--- config.mk ---
export PLATFORM = sky130hd
export DESIGN_NAME = serial_shift_out
export DESIGN_NICKNAME = d
export VERILOG_FILES = /design/src/rtl/serial_shift_out.sv
export SDC_FILE = /design/constraint.sdc
export NUM_CORES = 1
export LEC_CHECK = 0
export CAP_MARGIN = 15
export CORE_MARGIN = 4
export CORE_UTILIZATION = 46
export DETAILED_ROUTE_END_ITERATION = 16
export GPL_TIMING_DRIVEN = 0
export PLACE_DENSITY = 0.74
export SETUP_SLACK_MARGIN = 0.02
export SYNTH_ARGS = -nofsm -noshare
export SYNTH_HDL_FRONTEND = slang
export SYNTH_SLANG_ARGS = --single-unit
--- constraint.sdc ---
create_clock -name clk -period 1.7 [get_ports clk]
set_input_delay 0.255 -clock clk [delete_from_list [all_inputs] [get_ports clk]]
set_output_delay 0.255 -clock clk [all_outputs]
set_load 0.03 [all_outputs]
--- src/rtl/serial_shift_out.sv ---
// Serialises a WIDTH-bit word onto s_clk/s_out for LED / 7-segment shift-register chains,
// then latches it with a rising edge on s_pen; start/busy/done handshake, optional auto-refresh.
module serial_shift_out #(
  parameter int WIDTH     = 16,
  parameter int HALF      = 4,
  parameter bit MSB_FIRST = 1'b1,
  parameter bit INVERT    = 1'b0,
  parameter bit AUTO      = 1'b0
) (
  input  logic             clk,
  input  logic             rst,
  input  logic             start,
  input  logic [WIDTH-1:0] pdata,
  output logic             busy,
  output logic             done,
  output logic             s_clk,
  output logic             s_out,
  output logic             s_pen,
  output logic             s_clrn
);

  localparam int DW = (HALF > 1) ? $clog2(HALF) : 1;
  localparam int CW = $clog2(WIDTH);

  typedef enum logic [2:0] {CLEAR, IDLE, SHIFT_LO, SHIFT_HI, LATCH} state_t;

  state_t           state;
  logic [WIDTH-1:0] shadow;
  logic [DW-1:0]    div;
  logic [CW-1:0]    bitcnt;

  logic [WIDTH-1:0] frame;
  logic [WIDTH-1:0] shadow_next;
  logic             first_bit;
  logic             next_bit;
  logic             go;
  logic             div_end;

  assign frame       = INVERT ? ~pdata : pdata;
  assign first_bit   = MSB_FIRST ? frame[WIDTH-1] : frame[0];
  assign shadow_next = MSB_FIRST ? {shadow[WIDTH-2:0], 1'b0} : {1'b0, shadow[WIDTH-1:1]};
  // Bit that becomes the head of the shadow register after the next shift.
  assign next_bit    = MSB_FIRST ? shadow[WIDTH-2] : shadow[1];
  assign go          = start | AUTO;
  assign div_end     = (div == DW'(HALF - 1));

  always_ff @(posedge clk or posedge rst) begin
    if (rst) begin
      state  <= CLEAR;
      shadow <= '0;
      div    <= '0;
      bitcnt <= '0;
      busy   <= 1'b1;
      done   <= 1'b0;
      s_clk  <= 1'b0;
      s_out  <= 1'b0;
      s_pen  <= 1'b0;
      s_clrn <= 1'b0;
    end else begin
      done <= 1'b0;
      case (state)
        CLEAR: begin
          if (div_end) begin
            div    <= '0;
            state  <= IDLE;
            busy   <= 1'b0;
            s_clrn <= 1'b1;
            s_pen  <= 1'b1;
          end else begin
            div <= div + 1'b1;
          end
        end
        IDLE: begin
          if (go) begin
            shadow <= frame;
            bitcnt <= CW'(WIDTH - 1);
            div    <= '0;
            state  <= SHIFT_LO;
            busy   <= 1'b1;
            s_pen  <= 1'b0;
            s_clk  <= 1'b0;
            s_out  <= first_bit;
          end
        end
        SHIFT_LO: begin
          if (div_end) begin
            div   <= '0;
            state <= SHIFT_HI;
            s_clk <= 1'b1;
          end else begin
            div <= div + 1'b1;
          end
        end
        SHIFT_HI: begin
          if (div_end) begin
            div   <= '0;
            s_clk <= 1'b0;
            if (bitcnt == '0) begin
              state <= LATCH;
            end else begin
              bitcnt <= bitcnt - 1'b1;
              shadow <= shadow_next;
              s_out  <= next_bit;
              state  <= SHIFT_LO;
            end
          end else begin
            div <= div + 1'b1;
          end
        end
        LATCH: begin
          if (div_end) begin
            div   <= '0;
            state <= IDLE;
            busy  <= 1'b0;
            done  <= 1'b1;
            s_pen <= 1'b1;
          end else begin
            div <= div + 1'b1;
          end
        end
        default: state <= CLEAR;
      endcase
    end
  end

endmodule

==> PnR_summary.wiki, run 1 <==
{| class="wikitable"
! Metric !! Value
|-
| Status || complete, no violations
|-
| Share of the core filled with cells in the final layout || 70.6%
|-
| Pin count of the biggest net entering global routing || 31
|-
| Overall die area || 4070 sq um
|-
| Detailed placement HPWL || 2200 microns
|-
| Post-synth ARST share || between 90% and 100%
|-
| Per-cell routed wire length || 14.1 microns
|-
| CP Data Arrival Time || around 1.9 ns
|-
| Unrepaired setup endpoints after global routing || true
|-
| Number of H-tree levels || 2
|-
| Total wire length after detailed routing || between 3000 and 4000 microns
|-
| Sequential fraction of the synthesis area || 52.4%
|-
| First DRT Iteration DRCs || 74
|-
| Top Family by Delay on Critical Path || compound AO/OA/AOI/OAI gates
|-
| Area fraction of the dominant cell type after synthesis || about half
|-
| Number of slew-limit violations in the final report || 0
|-
| Critical path endpoint category || register
|-
| Distinct cells, synth || 26
|-
| Number of standard-cell rows in the floorplan || 19
|-
| Iteration count of the initial detailed-routing pass || 4
|-
| Vias in the first global route || 1330
|-
| Global-route usage over all layers || a little under a fifth
|-
| Final total power || about 0.0035 W
|-
| Horiz. Die Dim || ~64 microns
|-
| Filler Cell Count || 225
|-
| Total grt overflow || 0
|-
| Most instantiated library cell after synthesis || nand2_1
|-
| Launching element type of the critical path || register
|-
| Leak Pwr || roughly 0.90 nW
|-
| Crit path buf inv count || 3
|-
| Critical path, cell by cell || inv_1 -> ha_2 -> and4bb_1 -> a221oi_4 -> buf_6 -> buf_6 -> nor2_2 -> a31oi_1
|-
| Reg2reg setup slack || about 0.054 ns
|-
| Chip height || roughly 64 microns
|-
| Post-synthesis to final-layout area growth || 41.5%
|-
| Post-synth net total || ~190
|-
| Maximum resistive drop on vdd || about 1000 uV
|-
| Post-detailed-route DRC marker count || 0
|-
| Number of hold violations in the final report || 0
|-
| Req. time, crit path || between 1.5 and 2 ns
|-
| Syn avg cell area || ~9 sq um
|-
| Post-detailed-route count of antenna-violating nets || 0
|-
| Number of maximum-capacitance constraint violations || 0
|-
| Top-level port count || 25
|-
| Number of synthesized register bits || 30
|-
| EDFF count, synth || 0
|-
| Synth cell count leaders || nand2_1, dfrtp_1, nor2_1
|-
| R2r startpoint || bitcnt[0]
|-
| Worst skew pair latency || about 0.34 ns
|-
| Global-route wire length before repair || around 5900 microns
|-
| Final Wtd Congestion || 0.823
|-
| Slowest-stage cell, CP || dfrtp_1
|-
| Via density per instance || 5.35
|-
| Terminus of the critical flop-to-flop path || bitcnt[1]
|-
| Count of nets after finishing || 226
|-
| Layout cell share with drive strength beyond 1 || a little over a fifth
|-
| Maximum clock insertion buffer count || 2
|-
| Initial core utilization || ~50%
|-
| Final Instance Area || just over 2000 sq um
|-
| Number of warnings issued by yosys || 0
|-
| Worst Tran Pin Value || approximately 0.39 ns
|-
| Number of antenna violations at the first check in global routing || 0
|-
| Number of buffers inserted by port buffering || 24
|-
| Primary FF master, synth || dfrtp_1
|-
| Total setup violations reported at the end of the flow || 0
|-
| Clock period minus worst slack || approximately 1.6 ns
|-
| Core Region || approximately 2900 sq um
|-
| Syn Inst Count || approximately 160
|-
| Number of CTS-inserted buffers || 5
|-
| Via Count || between 1000 and 1500
|-
| Synth area leaders || dfrtp_1, nand2_1, a31oi_1
|-
| PD cells || 1720 nW/um^2
|-
| Inserted Diodes || 0
|-
| Crit Path Class || register to register
|-
| Synthesized cell area || approximately 1400 sq um
|-
| Reg2Reg Depth || 8
|-
| Leading area contributor after synthesis || dfrtp_1
|-
| Total negative slack || 0 ns
|-
| Delay of the slowest cell on the worst path || between 0.3 and 0.4 ns
|-
| CTS tree || yes
|-
| Worst min-delay path category || input pin to async pin
|-
| Clock-pin transition on the worst setup and hold timing paths || 0.09 ns
|-
| Worst-case headroom to the max-slew limit || between 70% and 80%
|-
| Total cell area at the placement stage || between 1500 and 2000 sq um
|-
| Crit share post-route || a little over nine tenths
|-
| Root Buffer || clkbuf_4
|-
| Crit-path max FO || 7
|-
| Final setup skew || 0.0106 ns
|-
| Clock sinks || 30
|-
| Peak Freq || just over 600 MHz
|-
| Cell mode on critical path || buf_6
|}
-- timing repair --
| item | 4_1_cts | 5_1_grt |
|---|---|---|
| hold buffers | 0 | 0 |
| setup endpoints to repair | 21 | 23 |
| cloned | 3 | 0 |
| gates resized for setup | 13 | 24 |
| buffers inserted | 6 | 1 |
| pin swaps | 3 | 2 |
-- cell type report --
| type | instances | area (sq um) | area share (%) |
|---|---|---|---|
| inverter | 7 | 26.3 | 1.29 |
| sequential | 30 | 752 | 37.1 |
| multi-input combinational | 116 | 702 | 34.6 |
| timing repair buffer | 35 | 358 | 17.6 |
| tap | 42 | 52.6 | 2.59 |
| clock buffer | 8 | 48.8 | 2.40 |
| buffer | 10 | 90.1 | 4.44 |
-- per-layer routing --
metal	vias to the layer above	wire length, microns	part of all wire (%)	global-route usage (%)
li1	635	-	-	-
met4	0	138	3.9	10.5
met2	40	1690	48	28.6
met1	635	1490	43	21.8
met3	17	182	5.2	7.01
met5	-	0	0	0
-- report_power, final --
group	leakage, nW	switching, W	internal (W)
combinational	0.538	0.00106	0.000832
sequential	0.336	0.000173	0.00101
clock	0.0265	0.000249	0.000165
-- state kept, by name, summed over array words and instances (netlist names) --
name / count
shadow: 15
s_out: 1
done: 1
div: 2
s_pen: 1
state: 3
s_clk: 1
bitcnt: 4
busy: 1
s_clrn: 1
-- through the flow --
step	setup slack, ns	instances	hold slack, ns
2_1_floorplan	0.0885	164	0.345
3_3_place_gp	-0.153	230	0.455
3_5_place_dp	-0.205	230	0.458
4_1_cts	-0.0148	247	0.461
5_1_grt	-0.0527	248	0.247
6_report	0.0536	248	0.248
-- logic make-up after synthesis --
logic type      share of synthesized area, %
fa+ha+maj                               1.74
flops                                   52.4
simple gates                            22.2
compound gates                          17.0
buf+inv                                 6.63
-- cells in the final DEF (no fill, tap or decap), types with 2 or more instances in the layout --
cell type | synthesis | final
nand2_1 | 41 | 40
dfrtp_1 | 29 | 29
nor2_1 | 22 | 21
clkdlybuf4s50_1 | 0 | 20
a31oi_1 | 18 | 11
buf_6 | 2 | 9
a21oi_1 | 9 | 8
o21ai_0 | 8 | 8
inv_1 | 7 | 7
clkbuf_4 | 0 | 6
buf_4 | 1 | 6
a31oi_4 | 0 | 5
buf_2 | 7 | 4
nand2b_1 | 3 | 3
clkbuf_1 | 1 | 3
dlymetal6s2s_1 | 0 | 3
a31oi_2 | 0 | 2
nand3_1 | 2 | 2
ha_2 | 0 | 2
-- how the worst max path moves through the flow --
stage                          from   endpoint  slack (ns)  cells past startpoint
after floorplan           bitcnt[0]      s_out        0.09                      7
after global placement        start  shadow[1]       -0.15                      6
after detailed placement      start  shadow[1]       -0.20                      6
after CTS                 bitcnt[0]  bitcnt[1]       -0.01                      8
after global routing      bitcnt[1]  bitcnt[1]       -0.05                      8
final                     bitcnt[0]  bitcnt[1]        0.05                      8
Note: power is estimated with default switching activity, not from simulation.
==> run 2: changes to the inputs <==
--- a/config.mk
+++ b/config.mk
@@ -6,11 +6,11 @@
 export NUM_CORES = 1
 export LEC_CHECK = 0
 export CAP_MARGIN = 15
-export CORE_MARGIN = 4
+export CORE_MARGIN = 5
 export CORE_UTILIZATION = 46
 export DETAILED_ROUTE_END_ITERATION = 16
 export GPL_TIMING_DRIVEN = 0
-export PLACE_DENSITY = 0.74
+export PLACE_DENSITY = 0.85
 export SETUP_SLACK_MARGIN = 0.02
 export SYNTH_ARGS = -nofsm -noshare
 export SYNTH_HDL_FRONTEND = slang
==> run 2 against run 1 <==
The flow now finishes with violations (negative setup slack). Hold slack worse by 0.020 ns. Die area up 6.4%. Clock-buffer cell count unchanged. Wire length down 3.8%. Sequential cell count unchanged. Non-clock buffer count unchanged. Clock power up 7.5%. Critical path depth down 1. Critical path type unchanged. Critical endpoint is now shadow[14]. Largest power group unchanged.
==> PnR_summary.wiki, run 2 (same netlist as run 1, synthesis figures left out) <==
{| class="wikitable"
! Metric !! Value
|-
| Sequential power share || 35.4% (+1.5 points)
|-
| Root Buffer || clkbuf_4
|-
| Inserted Diodes || 0 (unchanged)
|-
| Via Count || 1325 (-0.15%)
|-
| Via density per instance || 5.30 (-0.95%)
|-
| Crit share post-route || 102% (+4.7 points)
|-
| Launching element type of the critical path || register
|-
| Global-route usage over all layers || 17.1% (-1.3 points)
|-
| Final Wtd Congestion || 0.855 (+3.8%)
|-
| Number of cells after detailed placement || 232 (+0.87%)
|-
| Top flop regs || shadow (15), bitcnt (4), state (3)
|-
| Total wire length after detailed routing || 3380 microns (-3.8%)
|-
| Number of hold violations in the final report || 0 (unchanged)
|-
| Post-detailed-route count of antenna-violating nets || 0 (unchanged)
|-
| Crit Path Class || register to register
|-
| Detailed placement HPWL || 2050 microns (-6.7%)
|-
| Post-detailed-route DRC marker count || 0 (unchanged)
|-
| Largest Register || shadow
|-
| Horiz. Die Dim || 65.8 microns (+3.1%)
|-
| Number of H-tree levels || 2 (unchanged)
|-
| Fraction of power spent switching nets || 40.9% (-1.6 points)
|-
| Critical path, cell by cell || inv_1 -> ha_2 -> and4bb_2 -> a221oi_4 -> buf_6 -> buf_2 -> a31oi_1
|-
| Worst-case headroom to the max-slew limit || 67.5% (-6.4 points)
|-
| Pint || 0.00195 W (-2.8%)
|-
| Core Region || 3030 sq um (+5.3%)
|-
| Initial core utilization || 47.4% (-2.5 points)
|-
| Number of standard-cell rows in the floorplan || 20 (+1)
|-
| Crit-path max FO || 5 (-2)
|-
| Comb power frac || 51.2% (-3.0 points)
|-
| Worst skew pair latency || 0.34 ns (about the same)
|-
| CP Data Arrival Time || 1.94 ns (+0.04 ns)
|-
| Pin count of the biggest net entering global routing || 31 (unchanged)
|-
| CTS tree || yes
|-
| Clock group share of total power || 13.5% (+1.6 points)
|-
| Status || finished with violations
|-
| Post-synthesis to final-layout area growth || 35.6%
|-
| Failing checks || negative setup slack
|-
| Per-cell routed wire length || 13.5 microns (-4.5%)
|-
| Number of buffers inserted by port buffering || 24 (unchanged)
|-
| Number of slew-limit violations in the final report || 0 (unchanged)
|-
| Unrepaired setup endpoints after global routing || true
|-
| Number of antenna violations at the first check in global routing || 0 (unchanged)
|-
| Most frequent cells in the layout || nand2_1, dfrtp_1, clkdlybuf4s50_1
|-
| Clock sinks || 30 (unchanged)
|-
| Total setup violations reported at the end of the flow || 11 (+11)
|-
| Vias in the first global route || 1278 (-3.9%)
|-
| Chip height || 65.8 microns (+3.1%)
|-
| Overall die area || 4330 sq um (+6.4%)
|-
| Leak Pwr || 0.881 nW (-2.2%)
|-
| Count of nets after finishing || 226 (unchanged)
|-
| Req. time, crit path || 1.92 ns (-0.03 ns)
|-
| Post-route non-filler standard cell count || 250 (+0.81%)
|-
| Critical path endpoint category || register
|-
| Worst min-delay path category || input pin to async pin
|-
| Layout cell share with drive strength beyond 1 || 18.4% (-2.4 points)
|-
| Crit path buf inv count || 3 (unchanged)
|-
| Maximum resistive drop on vdd || 741 uV (-27%)
|-
| Peak Freq || 579 MHz (-4.6%)
|-
| Largest register FFs || 15 (unchanged)
|-
| Switching power || 0.00135 W (-9.1%)
|-
| Iteration count of the initial detailed-routing pass || 4 (unchanged)
|-
| Global-route wire length before repair || 5550 microns (-5.9%)
|-
| Number of CTS-inserted buffers || 5 (unchanged)
|-
| Count of hold buffers inserted by post-cts repair || 0 (unchanged)
|-
| Delay of the slowest cell on the worst path || 0.36 ns (about the same)
|-
| Number of maximum-capacitance constraint violations || 0 (unchanged)
|-
| Worst Tran Pin Value || 0.488 ns (+0.0965 ns)
|-
| Final setup skew || 0.0148 ns (+0.00416 ns)
|-
| Top Family by Delay on Critical Path || compound AO/OA/AOI/OAI gates
|-
| First DRT Iteration DRCs || 50 (-32%)
|-
| Top-level port count || 25 (unchanged)
|-
| PD cells || 1700 nW/um^2 (-1.3%)
|-
| Total cell area at the placement stage || 1730 sq um (+0.14%)
|-
| Slowest-stage cell, CP || dfrtp_1
|-
| Clock period minus worst slack || 1.73 ns (+0.0798 ns)
|-
| Share of the core filled with cells in the final layout || 64.2% (-6.3 points)
|-
| Total grt overflow || 0 (unchanged)
|-
| Worst slack after detailed placement || -0.213 ns (-0.00778 ns)
|-
| Clock-pin transition on the worst setup and hold timing paths || 0.10 ns (about the same)
|-
| Commonest non-fill, non-tap cell in the layout || nand2_1
|-
| Maximum clock insertion buffer count || 2 (unchanged)
|-
| Final Instance Area || 1940 sq um (-4.2%)
|-
| Final worst setup slack || -0.0262 ns (-0.0798 ns)
|}
==> run 2: cell type report <==
| cell class | instances | area (sq um) |
|---|---|---|
| tap | 44 | 55.1 |
| sequential | 30 | 752 |
| inverter | 7 | 26.3 |
| fill | 239 | 1080 |
| clock buffer | 8 | 58.8 |
| timing repair buffer | 35 | 348 |
| buffer | 10 | 87.6 |
| multi-input combinational | 116 | 617 |
==> run 2: metal layers <==
| metal | track usage [%] | wire length [microns] | part of all wire, % |
|---|---|---|---|
| met1 | 20.1 | 1400 | 41 |
| met2 | 27.3 | 1650 | 49 |
| met3 | 5.78 | 226 | 6.7 |
| met4 | 9.33 | 99 | 2.9 |
| met5 | 0 | 0 | 0 |
==> run 2: path summary, 6_finish.rpt <==
check / from / end / slack [ns] / depth (start not counted)
worst max-delay path: bitcnt[0] / shadow[14] / -0.03 / 7
worst min-delay path: rst / s_out / 0.23 / 2
worst max register to register: bitcnt[0] / shadow[14] / -0.03 / 7
worst min register to register: s_clrn / s_clrn / 0.47 / 1
max in group asynchronous: rst / busy / 0.92 / 3
min in group clk: s_clrn / s_clrn / 0.47 / 1
==> run 2: stage by stage <==
step	TNS [ns]	total power (W)	hold WS, ns
after global placement	-2.35	0.00254	0.453
after global routing	-1.36	0.00356	0.264
final	-0.145	0.00330	0.228
after detailed placement	-3.17	0.00260	0.457
after CTS	-0.00931	0.00316	0.459
after floorplan	0	0.00221	0.345
==> run 2: power groups by stage <==
stage,clock (W),sequential [W],combinational (W)
floorplan,0,0.00124,0.000976
global placement,0,0.00117,0.00137
detailed placement,0,0.00118,0.00141
CTS,0.000451,0.00116,0.00155
global route,0.000472,0.00120,0.00189
finish,0.000445,0.00117,0.00169
==> run 2: repair_timing <==
action                                 4_1_cts  5_1_grt
gates resized for setup                      9       12
pin swaps                                    4        3
endpoints found under the hold margin        0        0
setup buffers                                6        2
setup endpoints to repair                   21       22
cloned                                       2        0
